<file path="src/rtl/muldiv_pkg.sv">
// rtl/muldiv_pkg.sv - shared op/state encodings and op-class predicates for muldiv_iter
package muldiv_pkg;

  typedef enum logic [2:0] {
    OP_DIV   = 3'd0,
    OP_DIVU  = 3'd1,
    OP_MULT  = 3'd2,
    OP_MULTU = 3'd3,
    OP_MADD  = 3'd4,
    OP_MADDU = 3'd5,
    OP_MSUB  = 3'd6,
    OP_MSUBU = 3'd7
  } muldiv_op_t;

  typedef enum logic [1:0] {
    IDLE = 2'd0,
    RUN  = 2'd1,
    FIX  = 2'd2,
    DONE = 2'd3
  } muldiv_state_t;

  function automatic logic is_div(input muldiv_op_t op);
    return op inside {OP_DIV, OP_DIVU};
  endfunction

  function automatic logic is_signed(input muldiv_op_t op);
    return op inside {OP_DIV, OP_MULT, OP_MADD, OP_MSUB};
  endfunction

  function automatic logic is_acc(input muldiv_op_t op);
    return op inside {OP_MADD, OP_MADDU, OP_MSUB, OP_MSUBU};
  endfunction

  function automatic logic is_sub(input muldiv_op_t op);
    return op inside {OP_MSUB, OP_MSUBU};
  endfunction

endpackage

</file>
<file path="src/rtl/muldiv_if.sv">
// rtl/muldiv_if.sv - execute-stage request/result bundle for muldiv_iter
interface muldiv_if import muldiv_pkg::*; #(
  parameter int WIDTH = 32
) ();

  logic                 start_i;
  logic                 annul_i;
  muldiv_op_t           op_i;
  logic [WIDTH-1:0]     opdata1_i;
  logic [WIDTH-1:0]     opdata2_i;
  logic [2*WIDTH-1:0]   acc_i;
  logic [2*WIDTH-1:0]   result_o;
  logic                 ready_o;
  logic                 busy_o;
  logic                 div_zero_o;

  modport master (
    output start_i, annul_i, op_i, opdata1_i, opdata2_i, acc_i,
    input  result_o, ready_o, busy_o, div_zero_o
  );

  modport slave (
    input  start_i, annul_i, op_i, opdata1_i, opdata2_i, acc_i,
    output result_o, ready_o, busy_o, div_zero_o
  );

endinterface

</file>
<file path="src/rtl/muldiv_step.sv">
// rtl/muldiv_step.sv - one combinational iteration: restoring-divide bit or shift-add multiply bit
// Divide: a = partial remainder, b = dividend shifting out / quotient shifting in. Multiply: {a,b} = product/multiplier.
module muldiv_step #(
  parameter int WIDTH = 32
) (
  input  logic             mode_div_i,
  input  logic [WIDTH-1:0] a_i,
  input  logic [WIDTH-1:0] b_i,
  input  logic [WIDTH-1:0] d_i,
  output logic [WIDTH-1:0] a_o,
  output logic [WIDTH-1:0] b_o
);

  logic [WIDTH:0] rem_shift;
  logic [WIDTH:0] rem_diff;
  logic           rem_ge;
  logic [WIDTH:0] mul_sum;

  assign rem_shift = {a_i, b_i[WIDTH-1]};
  assign rem_diff  = rem_shift - {1'b0, d_i};
  assign rem_ge    = rem_shift >= {1'b0, d_i};
  assign mul_sum   = {1'b0, a_i} + (b_i[0] ? {1'b0, d_i} : '0);

  always_comb begin
    a_o = a_i;
    b_o = b_i;
    if (mode_div_i) begin
      // Remainder stays below the divisor, so the difference always fits WIDTH bits.
      a_o = rem_ge ? rem_diff[WIDTH-1:0] : rem_shift[WIDTH-1:0];
      b_o = {b_i[WIDTH-2:0], rem_ge};
    end else begin
      a_o = mul_sum[WIDTH:1];
      b_o = {mul_sum[0], b_i[WIDTH-1:1]};
    end
  end

endmodule

</file>
<file path="src/rtl/muldiv_iter.sv">
// rtl/muldiv_iter.sv - iterative signed/unsigned multiply, divide and multiply-accumulate/subtract
module muldiv_iter import muldiv_pkg::*; #(
  parameter int WIDTH  = 32,
  parameter int UNROLL = 1
) (
  input  logic     clk,
  input  logic     rst,
  muldiv_if.slave  bus
);

  localparam int N  = WIDTH / UNROLL;
  localparam int CW = $clog2(N + 1);

  muldiv_state_t      state_q, state_d;
  muldiv_op_t         op_q, op_d;
  logic [CW-1:0]      cnt_q, cnt_d;
  logic [WIDTH-1:0]   a_q, a_d, b_q, b_d, d_q, d_d;
  logic [2*WIDTH-1:0] acc_q, acc_d, result_q, result_d;
  logic               qneg_q, qneg_d, rneg_q, rneg_d, dz_q, dz_d;

  logic               sign1, sign2;
  logic [WIDTH-1:0]   abs1, abs2;
  logic               mode_div;
  logic [WIDTH-1:0]   a_run, b_run;
  logic [2*WIDTH-1:0] prod_fix, fix_res;
  logic [WIDTH-1:0]   quo_fix, rem_fix;

  assign sign1 = is_signed(bus.op_i) & bus.opdata1_i[WIDTH-1];
  assign sign2 = is_signed(bus.op_i) & bus.opdata2_i[WIDTH-1];
  assign abs1  = sign1 ? -bus.opdata1_i : bus.opdata1_i;
  assign abs2  = sign2 ? -bus.opdata2_i : bus.opdata2_i;

  assign mode_div = is_div(op_q);

  // Separate per-stage nets keep the unrolled chain free of self-referencing arrays.
  for (genvar g = 0; g < UNROLL; g++) begin : g_step
    logic [WIDTH-1:0] a_in, b_in, a_out, b_out;
    if (g == 0) begin : g_first
      assign a_in = a_q;
      assign b_in = b_q;
    end else begin : g_next
      assign a_in = g_step[g-1].a_out;
      assign b_in = g_step[g-1].b_out;
    end
    muldiv_step #(.WIDTH(WIDTH)) u_step (
      .mode_div_i (mode_div),
      .a_i        (a_in),
      .b_i        (b_in),
      .d_i        (d_q),
      .a_o        (a_out),
      .b_o        (b_out)
    );
  end

  assign a_run = g_step[UNROLL-1].a_out;
  assign b_run = g_step[UNROLL-1].b_out;

  assign prod_fix = qneg_q ? -{a_q, b_q} : {a_q, b_q};
  assign quo_fix  = qneg_q ? -b_q : b_q;
  assign rem_fix  = rneg_q ? -a_q : a_q;

  always_comb begin
    fix_res = prod_fix;
    if (is_div(op_q)) begin
      fix_res = {rem_fix, quo_fix};
    end else if (is_sub(op_q)) begin
      fix_res = acc_q - prod_fix;
    end else if (is_acc(op_q)) begin
      fix_res = acc_q + prod_fix;
    end
  end

  always_comb begin
    state_d  = state_q;
    op_d     = op_q;
    cnt_d    = cnt_q;
    a_d      = a_q;
    b_d      = b_q;
    d_d      = d_q;
    acc_d    = acc_q;
    result_d = result_q;
    qneg_d   = qneg_q;
    rneg_d   = rneg_q;
    dz_d     = dz_q;
    case (state_q)
      IDLE: begin
        if (bus.start_i) begin
          op_d   = bus.op_i;
          acc_d  = bus.acc_i;
          qneg_d = sign1 ^ sign2;
          rneg_d = sign1;
          a_d    = '0;
          cnt_d  = CW'(N);
          if (is_div(bus.op_i)) begin
            b_d = abs1;
            d_d = abs2;
          end else begin
            b_d = abs2;
            d_d = abs1;
          end
          if (is_div(bus.op_i) && bus.opdata2_i == '0) begin
            result_d = '0;
            dz_d     = 1'b1;
            state_d  = DONE;
          end else begin
            state_d  = RUN;
          end
        end
      end
      RUN: begin
        a_d   = a_run;
        b_d   = b_run;
        cnt_d = cnt_q - CW'(1);
        if (cnt_q == CW'(1)) begin
          state_d = FIX;
        end
      end
      FIX: begin
        result_d = fix_res;
        state_d  = DONE;
      end
      DONE: begin
        if (!bus.start_i) begin
          dz_d    = 1'b0;
          state_d = IDLE;
        end
      end
      default: state_d = IDLE;
    endcase
    // Annul wins over everything, including a start seen in IDLE; the last result is kept.
    if (bus.annul_i) begin
      state_d  = IDLE;
      dz_d     = 1'b0;
      result_d = result_q;
    end
  end

  always_ff @(posedge clk or negedge rst) begin
    if (!rst) begin
      state_q  <= IDLE;
      op_q     <= OP_DIV;
      cnt_q    <= '0;
      a_q      <= '0;
      b_q      <= '0;
      d_q      <= '0;
      acc_q    <= '0;
      result_q <= '0;
      qneg_q   <= 1'b0;
      rneg_q   <= 1'b0;
      dz_q     <= 1'b0;
    end else begin
      state_q  <= state_d;
      op_q     <= op_d;
      cnt_q    <= cnt_d;
      a_q      <= a_d;
      b_q      <= b_d;
      d_q      <= d_d;
      acc_q    <= acc_d;
      result_q <= result_d;
      qneg_q   <= qneg_d;
      rneg_q   <= rneg_d;
      dz_q     <= dz_d;
    end
  end

  assign bus.result_o   = result_q;
  assign bus.ready_o    = (state_q == DONE);
  assign bus.busy_o     = (state_q == RUN) || (state_q == FIX);
  assign bus.div_zero_o = dz_q;

endmodule

</file>
<file path="src/flat_wrapper.sv">
// flat-port wrapper written by rule: the top's interface ports become plain ports
module muldiv_iter_flat import muldiv_pkg::*;
#(
  parameter int WIDTH  = 32,
  parameter int UNROLL = 1
)
  (clk, rst, bus_start_i, bus_annul_i, bus_op_i, bus_opdata1_i, bus_opdata2_i, bus_acc_i, bus_result_o, bus_ready_o, bus_busy_o, bus_div_zero_o);
  muldiv_if #(.WIDTH(WIDTH)) bus_i ();
  input  logic clk;
  input  logic rst;
  input wire logic [$bits(bus_i.start_i)-1:0] bus_start_i;
  input wire logic [$bits(bus_i.annul_i)-1:0] bus_annul_i;
  input wire logic [$bits(bus_i.op_i)-1:0] bus_op_i;
  input wire logic [$bits(bus_i.opdata1_i)-1:0] bus_opdata1_i;
  input wire logic [$bits(bus_i.opdata2_i)-1:0] bus_opdata2_i;
  input wire logic [$bits(bus_i.acc_i)-1:0] bus_acc_i;
  output wire logic [$bits(bus_i.result_o)-1:0] bus_result_o;
  output wire logic [$bits(bus_i.ready_o)-1:0] bus_ready_o;
  output wire logic [$bits(bus_i.busy_o)-1:0] bus_busy_o;
  output wire logic [$bits(bus_i.div_zero_o)-1:0] bus_div_zero_o;
  assign bus_i.start_i = bus_start_i;
  assign bus_i.annul_i = bus_annul_i;
  assign bus_i.op_i = bus_op_i;
  assign bus_i.opdata1_i = bus_opdata1_i;
  assign bus_i.opdata2_i = bus_opdata2_i;
  assign bus_i.acc_i = bus_acc_i;
  assign bus_result_o = bus_i.result_o;
  assign bus_ready_o = bus_i.ready_o;
  assign bus_busy_o = bus_i.busy_o;
  assign bus_div_zero_o = bus_i.div_zero_o;
  muldiv_iter #(.WIDTH(WIDTH), .UNROLL(UNROLL)) u_core (.clk(clk), .rst(rst), .bus(bus_i));
endmodule
</file>
<file path="config.mk">
export PLATFORM = sky130hd
export DESIGN_NAME = muldiv_iter_flat
export DESIGN_NICKNAME = d
export VERILOG_FILES = /design/src/rtl/muldiv_pkg.sv /design/src/rtl/muldiv_if.sv /design/src/rtl/muldiv_step.sv /design/src/rtl/muldiv_iter.sv /design/src/flat_wrapper.sv
export SDC_FILE = /design/constraint.sdc
export NUM_CORES = 1
export LEC_CHECK = 0
export ABC_CLOCK_PERIOD_IN_PS = 6100
export CAP_MARGIN = 30
export CORE_MARGIN = 2
export CORE_UTILIZATION = 45
export DETAILED_ROUTE_END_ITERATION = 7
export PLACE_DENSITY_LB_ADDON = 0.12
export SLEW_MARGIN = 10
export SYNTH_ARGS = -nofsm -noshare
export SYNTH_HDL_FRONTEND = slang
export SYNTH_HIERARCHICAL = 1
export SYNTH_SLANG_ARGS = --single-unit
</file>
<file path="constraint.sdc">
create_clock -name clk -period 6.1 [get_ports clk]
set_input_delay 1.83 -clock clk [delete_from_list [all_inputs] [get_ports clk]]
set_output_delay 1.83 -clock clk [all_outputs]
set_load 0.02 [all_outputs]
</file>
==> summary.md, run 1 <==
| Metric | Value |
|---|---|
| Worst-case reg-to-reg path depth | `20` |
| Vias in the first global route | `~27000` |
| CTS root buf | `clkbuf_16` |
| Initial antenna violation count | `1` |
| R2R Path Start | `u_core/b_q[0]` |
| CP arrival | `6.43 ns` |
| Final HPWL DP | `85100 um` |
| Reg2Reg Setup Slack | `about 0.19 ns` |
| Setup violations, final | `0` |
| Total of max-cap violations | `0` |
| Top post-synthesis cells by count | `a21oi_1, nor2_1, nand2_1, o21ai_0, dfrtp_1` |
| Pin count of the biggest net entering global routing | `82` |
| Via count | `28500` |
| Routability cong. | `just over 1` |
| CTS tree | `yes` |
| Final min period | `5.91 ns` |
| R2r endpoint | `u_core/bus.result_o[53]` |
| CP max stage delay | `0.54 ns` |
| Syn_area_per_cell | `between 7 and 8 um^2` |
| Period utilisation layout | `0.969` |
| Slowest CP cell | `or4_4` |
| Ys async rst share | `1.00` |
| Global Route Usage Sum | `0.345` |
| Fraction of the yosys area taken by sequential cells | `0.222` |
| First-pass GRT wire length | `164000 um` |
| Crit-path max FO | `38` |
| Worst-path clk slew | `0.06 ns` |
| Post-Syn Nets | `approximately 3900` |
| Met3 WL | `8320 um` |
| Die Area | `between 60000 and 70000 um^2` |
| Most used DFF post-synth | `dfrtp_1` |
| M1 WL | `approximately 51000 um` |
| Result of the run | `finished, final reports clean` |
| Final Hold Violating Endpoints | `0` |
| Die Ht | `~250 um` |
| Hold Crit Class | `flop to flop` |
| WHS Endpoint | `u_core/bus.result_o[27]` |
| Warning count from the yosys run | `6` |
| Max Slew Vio Count | `0` |
| P&R area growth vs syn | `18.7%` |
| Min-delay src | `u_core/bus.result_o[27]` |
| Critical path buffer and inverter count | `3` |
| Mapped Area | `about 27000 um^2` |
| Design area | `about 32000 um^2` |
| Synth area leader | `dfrtp_1` |
| Initial drt markers | `3337` |
| Slew HR | `0.299` |
| H-tree depth | `1` |
| # clock sinks | `approximately 240` |
| Hold_ws | `0.482 ns` |
| WL/cell | `~24 um` |
| Initial core utilization | `0.455` |
| Worst-path cell chain | `buf_4 -> inv_1 -> ha_1 -> nand3b_1 -> or2_2 -> o21ai_0 -> xor2_1 -> inv_1 -> ha_1 -> or4_4 -> or4_1 -> a211oi_2 -> o311ai_1 -> a21oi_2 -> o21ai_1 -> o41ai_4 -> a21oi_1 -> nand3b_1 -> or3_1 -> a32o_1` |
| Met2 Routed Length | `45500 um` |
| CP Capture Type | `flop` |
| Final nets | `~4100` |
| Top-count cell post-synth | `a21oi_1` |
| Vias per Instance | `between 6 and 7` |
| # diodes | `0` |
| WP depth | `20` |
| Final ANT Viol Nets | `0` |
| Worst EP required | `~6.6 ns` |
| Netlist cell types | `approximately 90` |
| DRC errors left | `0` |
| Worst-margin pin slew | `around 1.1 ns` |
| Site Rows | `89` |
| Total CTS buffers | `31` |
| WHS Path Cells | `2` |
| Fillers | `about 5600` |
| Pre-Repair DR Iteration Count | `6` |
| Final wirelength | `109000 um` |
| Post-synthesis register bit count | `237` |
| Final Skew | `around 0.02 ns` |
| F_max | `169 MHz` |
| Highest Signal Layer | `met5` |
| Largest cells by area after synthesis | `dfrtp_1, ha_1, a21oi_1, o21ai_0, xnor2_1` |
| Core Region | `58900 um^2` |
| CP Class | `flop to flop` |
| Share of the synthesized area in the top cell type | `0.222` |
| Placement Cell Area | `30400 um^2` |
| Cts hold-fix bufs | `0` |
| Fraction of layout cells with a size suffix above 1 | `0.118` |
| Clk buf depth | `3` |
| Worst setup SP type | `flop` |
| PortBufs | `201` |
| Total I/O pin count | `just over 200` |
| Worst-Skew Late Latency | `roughly 0.63 ns` |
| Grt total ovfl | `0` |
| Synth Instances | `3529` |
| Chip width | `248 um` |
| Post-synth EDFFs | `0` |
| CP top delay family | `compound AO/OA/AOI/OAI gates` |
[metrics by stage]
stage,TNS (ns),utilization,setup WS [ns],cells
2_1_floorplan,0,-,0.755,3529
3_3_place_gp,0,0.516,0.0408,4477
3_5_place_dp,0,0.516,0.00750,4477
4_1_cts,0,0.535,0.0750,4535
5_1_grt,-0.0368,0.539,-0.0242,4546
6_report,0,0.539,0.188,4546
[timing repair]
item / in CTS / in global routing
pin swaps: 0 / 6
resized for setup: 3 / 32
setup buffers: 0 / 10
endpoints found under the setup margin: 3 / 24
cloned: 0 / 0
[tightest hold or removal path: stages, from the launching register on]
cell and delay, ns:
dfrtp_1 0.34, nand2_1 0.05, o21ai_0 0.06
[cell type report]
cell class	instances	area (um^2)	area share
flip-flops and latches	237	5930	0.187
multi-input cells	2874	19500	0.613
well taps	773	967	0.0304
repair buffers	394	3510	0.110
clock inverters	18	251	0.00791
clock buffers	40	850	0.0267
inverters	210	790	0.0248
[worst max-delay path by stage]
stage	start	to	slack, ns
finish	u_core/b_q[0]	u_core/bus.result_o[53]	0.19
CTS	u_core/a_q[1]	u_core/bus.result_o[63]	0.08
global route	u_core/b_q[0]	u_core/bus.result_o[57]	-0.02
detailed placement	u_core/b_q[20]	u_core/bus.result_o[59]	0.008
floorplan	u_core/b_q[0]	u_core/bus.result_o[53]	0.76
global placement	u_core/b_q[20]	u_core/bus.result_o[56]	0.04
[state kept, by name (all words and copies together) (netlist names)]
register,count
u_core/d_q,32
u_core/bus.result_o,64
u_core/b_q,32
u_core/qneg_q,1
u_core/bus.div_zero_o,1
u_core/cnt_q,6
u_core/a_q,32
u_core/rneg_q,1
u_core/op_q,2
u_core/acc_q,64
u_core/state_q,2
[layer usage]
metal,vias up,GRT usage
met2,1249,0.514
met5,-,0
met4,2,0.0944
li1,13200,-
met1,13900,0.521
met3,182,0.0410
[placed cells by master, fill, tap and decap left out, types with 72 or more instances in the layout]
master / n
nand2_1: 302
ha_1: 213
dfrtp_1: 234
a21o_1: 72
mux2_2: 100
xnor2_1: 146
buf_4: 190
inv_1: 206
clkdlybuf4s50_1: 200
a21oi_1: 373
xor2_1: 104
nor2_1: 314
o21ai_0: 270
[kinds of logic (layout without fill, tap and decap cells)]
group | count (synthesis) | in the layout | synth area share
XOR/XNOR | 256 | 256 | 0.0847
AND/OR/NAND/NOR | 1077 | 1077 | 0.191
adder cells (fa/ha/maj) | 221 | 221 | 0.104
AO/OA/AOI/OAI | 1190 | 1190 | 0.285
buffers and inverters | 418 | 662 | 0.0595
flip-flops | 237 | 237 | 0.222
multiplexers | 130 | 130 | 0.0537
Power of run 1 is not shown: default switching activity piles up to over one toggle a cycle in this logic, so the estimate is an artifact.
==> run 2, diff against run 1 <==
- CORE_MARGIN: 2 -> default
- MAX_ROUTING_LAYER: default -> met4
- SYNTH_HIERARCHICAL: 1 -> default
==> run 2 against run 1 <==
Fmax up 1.3%. Highest routed layer is now met4. Via count down 2.2%. Critical endpoint is now u_core.bus.result_o[62]. Final cell count up 0.11%.
==> summary.md, run 2 <==
| Metric | Value |
|---|---|
| Result of the run | `finished, final reports clean` |
| Post-Syn Nets | `3900 (+0.39%)` |
| Via count | `27900 (-2.2%)` |
| Worst-path clk slew | `0.06 ns (about the same)` |
| Initial drt markers | `3238 (-3.0%)` |
| Pre-Repair DR Iteration Count | `6 (unchanged)` |
| Total of max-cap violations | `0 (unchanged)` |
| Core Region | `57700 um^2 (-2.1%)` |
| Crit-path max FO | `6 (-84%)` |
| Synth area leader | `dfrtp_1` |
| Mapped Area | `26300 um^2 (-1.9%)` |
| Most frequent cells in the layout | `nor2_1, nand2_1, a21oi_1, o21ai_0, dfrtp_1` |
| CP Capture Type | `flop` |
| Met1 Use GR | `0.503 (-0.0178)` |
| CTS root buf | `clkbuf_16` |
| Final Hold Violating Endpoints | `0 (unchanged)` |
| P&R area growth vs syn | `18.8% (about the same)` |
| Clk buf depth | `3 (unchanged)` |
| Fraction of layout cells with a size suffix above 1 | `0.105 (-0.0136)` |
| Combinational family with the most area after synthesis | `compound AO/OA/AOI/OAI gates` |
| Commonest non-fill, non-tap cell in the layout | `nor2_1` |
| CP arrival | `6.31 ns (-0.12 ns)` |
| Syn_area_per_cell | `7.41 um^2 (-2.3%)` |
| Post-layout util | `0.541 (+0.00117)` |
| Routability cong. | `1.06 (+4.3%)` |
| WHS Path Cells | `2 (unchanged)` |
| Chip width | `244 um (-1.8%)` |
| Worst-case reg-to-reg path depth | `20 (unchanged)` |
| Initial antenna violation count | `1 (unchanged)` |
| Top-count cell post-synth | `nor2_1` |
| Netlist cell types | `96 (+5.5%)` |
| Die Ht | `244 um (-1.8%)` |
| Post-synth EDFFs | `0 (unchanged)` |
| Met3 Use GR | `0.0605 (+0.0195)` |
| Vias in the first global route | `26400 (-1.6%)` |
| Mux cell area share after synthesis | `0.0400 (-0.0137)` |
| Final Skew | `0.0385 ns (+0.0182 ns)` |
| Period utilisation layout | `0.957 (-0.0120)` |
| Initial core utilization | `0.455 (+0.000595)` |
| CP Class | `flop to flop` |
| Place WS | `-0.0808 ns (-0.0883 ns)` |
| Total CTS buffers | `31 (unchanged)` |
| Design area | `31200 um^2 (-1.8%)` |
| # clock sinks | `237 (unchanged)` |
| RSZ-0062 raised after global routing | `yes` |
| DRC errors left | `0 (unchanged)` |
| Synthesized-area fraction occupied by adder cells | `0.106 (+0.00205)` |
| Fraction of the yosys area taken by sequential cells | `0.226 (+0.00436)` |
| Pin count of the biggest net entering global routing | `105 (+28%)` |
| Ys async rst share | `1.00 (unchanged)` |
| Most used DFF post-synth | `dfrtp_1` |
| Vias per Instance | `6.13 (-2.3%)` |
| CTS tree | `yes` |
| Gr busiest metal | `met2` |
| Max Slew Vio Count | `0 (unchanged)` |
| Share of the synthesized area in the top cell type | `0.226 (+0.00436)` |
| Worst EP required | `6.57 ns (-0.05 ns)` |
| PortBufs | `201 (unchanged)` |
| WL/cell | `23.3 um (-2.8%)` |
| Worst setup SP type | `flop` |
| Final wirelength | `106000 um (-2.7%)` |
| Synth Area in Compound Gates | `0.278 (-0.00640)` |
| Largest cells by area after synthesis | `dfrtp_1, ha_1, a21oi_1, o21ai_0, xnor2_1` |
| Final HPWL DP | `83200 um (-2.3%)` |
| Worst-margin pin slew | `1.01 ns (-0.0423 ns)` |
| Placement Cell Area | `30000 um^2 (-1.4%)` |
| Final min period | `5.84 ns (-0.0734 ns)` |
| Final WS setup | `0.262 ns (+0.0734 ns)` |
| Site Rows | `88 (-1.1%)` |
| Slew HR | `0.328 (+0.0290)` |
| Worst-Skew Late Latency | `0.62 ns (about the same)` |
| F_max | `171 MHz (+1.3%)` |
| Hold_ws | `0.476 ns (-0.00563 ns)` |
| Simple-Gate Fraction of Synth Area | `0.196 (+0.00472)` |
| Post-synthesis register bit count | `237 (unchanged)` |
| Synth Area in XOR/XNOR | `0.0924 (+0.00767)` |
| Cts hold-fix bufs | `0 (unchanged)` |
| Global Route Usage Sum | `0.360 (+0.0152)` |
| Global Route met2 Usage | `0.530 (+0.0160)` |
| Top post-synthesis cells by count | `nor2_1, a21oi_1, nand2_1, o21ai_0, dfrtp_1` |
| Final nets | `4116 (+0.29%)` |
| Total I/O pin count | `202 (unchanged)` |
| Warning count from the yosys run | `0 (-6)` |
| Synth Instances | `3544 (+0.43%)` |
| H-tree depth | `1 (unchanged)` |
| Setup violations, final | `0 (unchanged)` |
| Grt total ovfl | `0 (unchanged)` |
| Die Area | `59300 um^2 (-3.5%)` |
| First-pass GRT wire length | `161000 um (-1.5%)` |
| Final ANT Viol Nets | `0 (unchanged)` |
| Hold Crit Class | `flop to flop` |
-- run 2: cell types whose count changed after synthesis, moves of 29 or more --
cell and change:
a22o_1 -36, and2_1 -38, mux2_2 -30, nand2_1 +65, nand4_1 -31, nor2_1 +61, o21ai_0 +29
-- run 2: layout make-up --
cell class,count,area (um^2)
Sequential cell,237,5940
Inverter,204,766
Tap cell,765,957
Fill cell,5582,26500
Clock inverter,16,200
Antenna cell,1,2.50
Clock buffer,42,917
Multi-Input combinational cell,2888,18900
Timing Repair Buffer,398,3550
-- run 2: what timing repair did --
action,CTS,global route
endpoints found under the setup margin,0,21
setup buffers,0,1
resized for setup,0,26
-- run 2: per-stage QoR --
step | TNS, ns | cells
finish | 0 | 4551
global placement | -0.0283 | 4490
global route | 0 | 4551
floorplan | 0 | 3544
CTS | 0 | 4549
detailed placement | -0.0808 | 4491
-- run 2: path summary, 6_finish.rpt --
kind / start / end / slack, ns
max in group asynchronous: rst / u_core.qneg_q / 3.58
min in group asynchronous: rst / u_core.bus.result_o[17] / 1.25
min: u_core.bus.result_o[12] / u_core.bus.result_o[12] / 0.48
max: u_core.b_q[6] / u_core.bus.result_o[62] / 0.26
min reg2reg: u_core.bus.result_o[12] / u_core.bus.result_o[12] / 0.48
max reg2reg: u_core.b_q[6] / u_core.bus.result_o[62] / 0.26
-- run 2: cells by family (layout without fill, tap and decap cells) --
family                     count (synthesis)  after routing
xor gates and xnor gates                 277            277
other                                      0              1
adders and majority gates                221            221
AOI/OAI and AO/OA                       1178           1178
and+or+nand+nor                         1117           1117
buffers and inverters                    419            660
DFF                                      237            237
muxes                                     95             95
-- run 2: per-layer routing --
metal	part of all wire	wire, um	vias up
met5	0	0	-
met4	0.032	3420	0
met3	0.091	9650	172
met2	0.43	45000	1291
met1	0.45	47800	13300
li1	-	-	13100
-- run 2: worst max-delay path, cell delays in order, from the launching register on --
cell and delay [ns]:
dfrtp_1 0.39, or4_4 0.58, or4_4 0.44, or4_4 0.54, or2_1 0.33, o21ai_0 0.22
xor2_1 0.35, inv_1 0.10, ha_1 0.39, buf_4 0.17, nand2_1 0.10, nor3_1 0.20
nand3_1 0.17, nor3_1 0.27, o21ai_0 0.30, a211oi_1 0.45, buf_4 0.22, o21ba_2 0.16
o21ai_0 0.10, xnor2_1 0.16, o21ai_0 0.09
Power of run 2 is left out for the same reason.
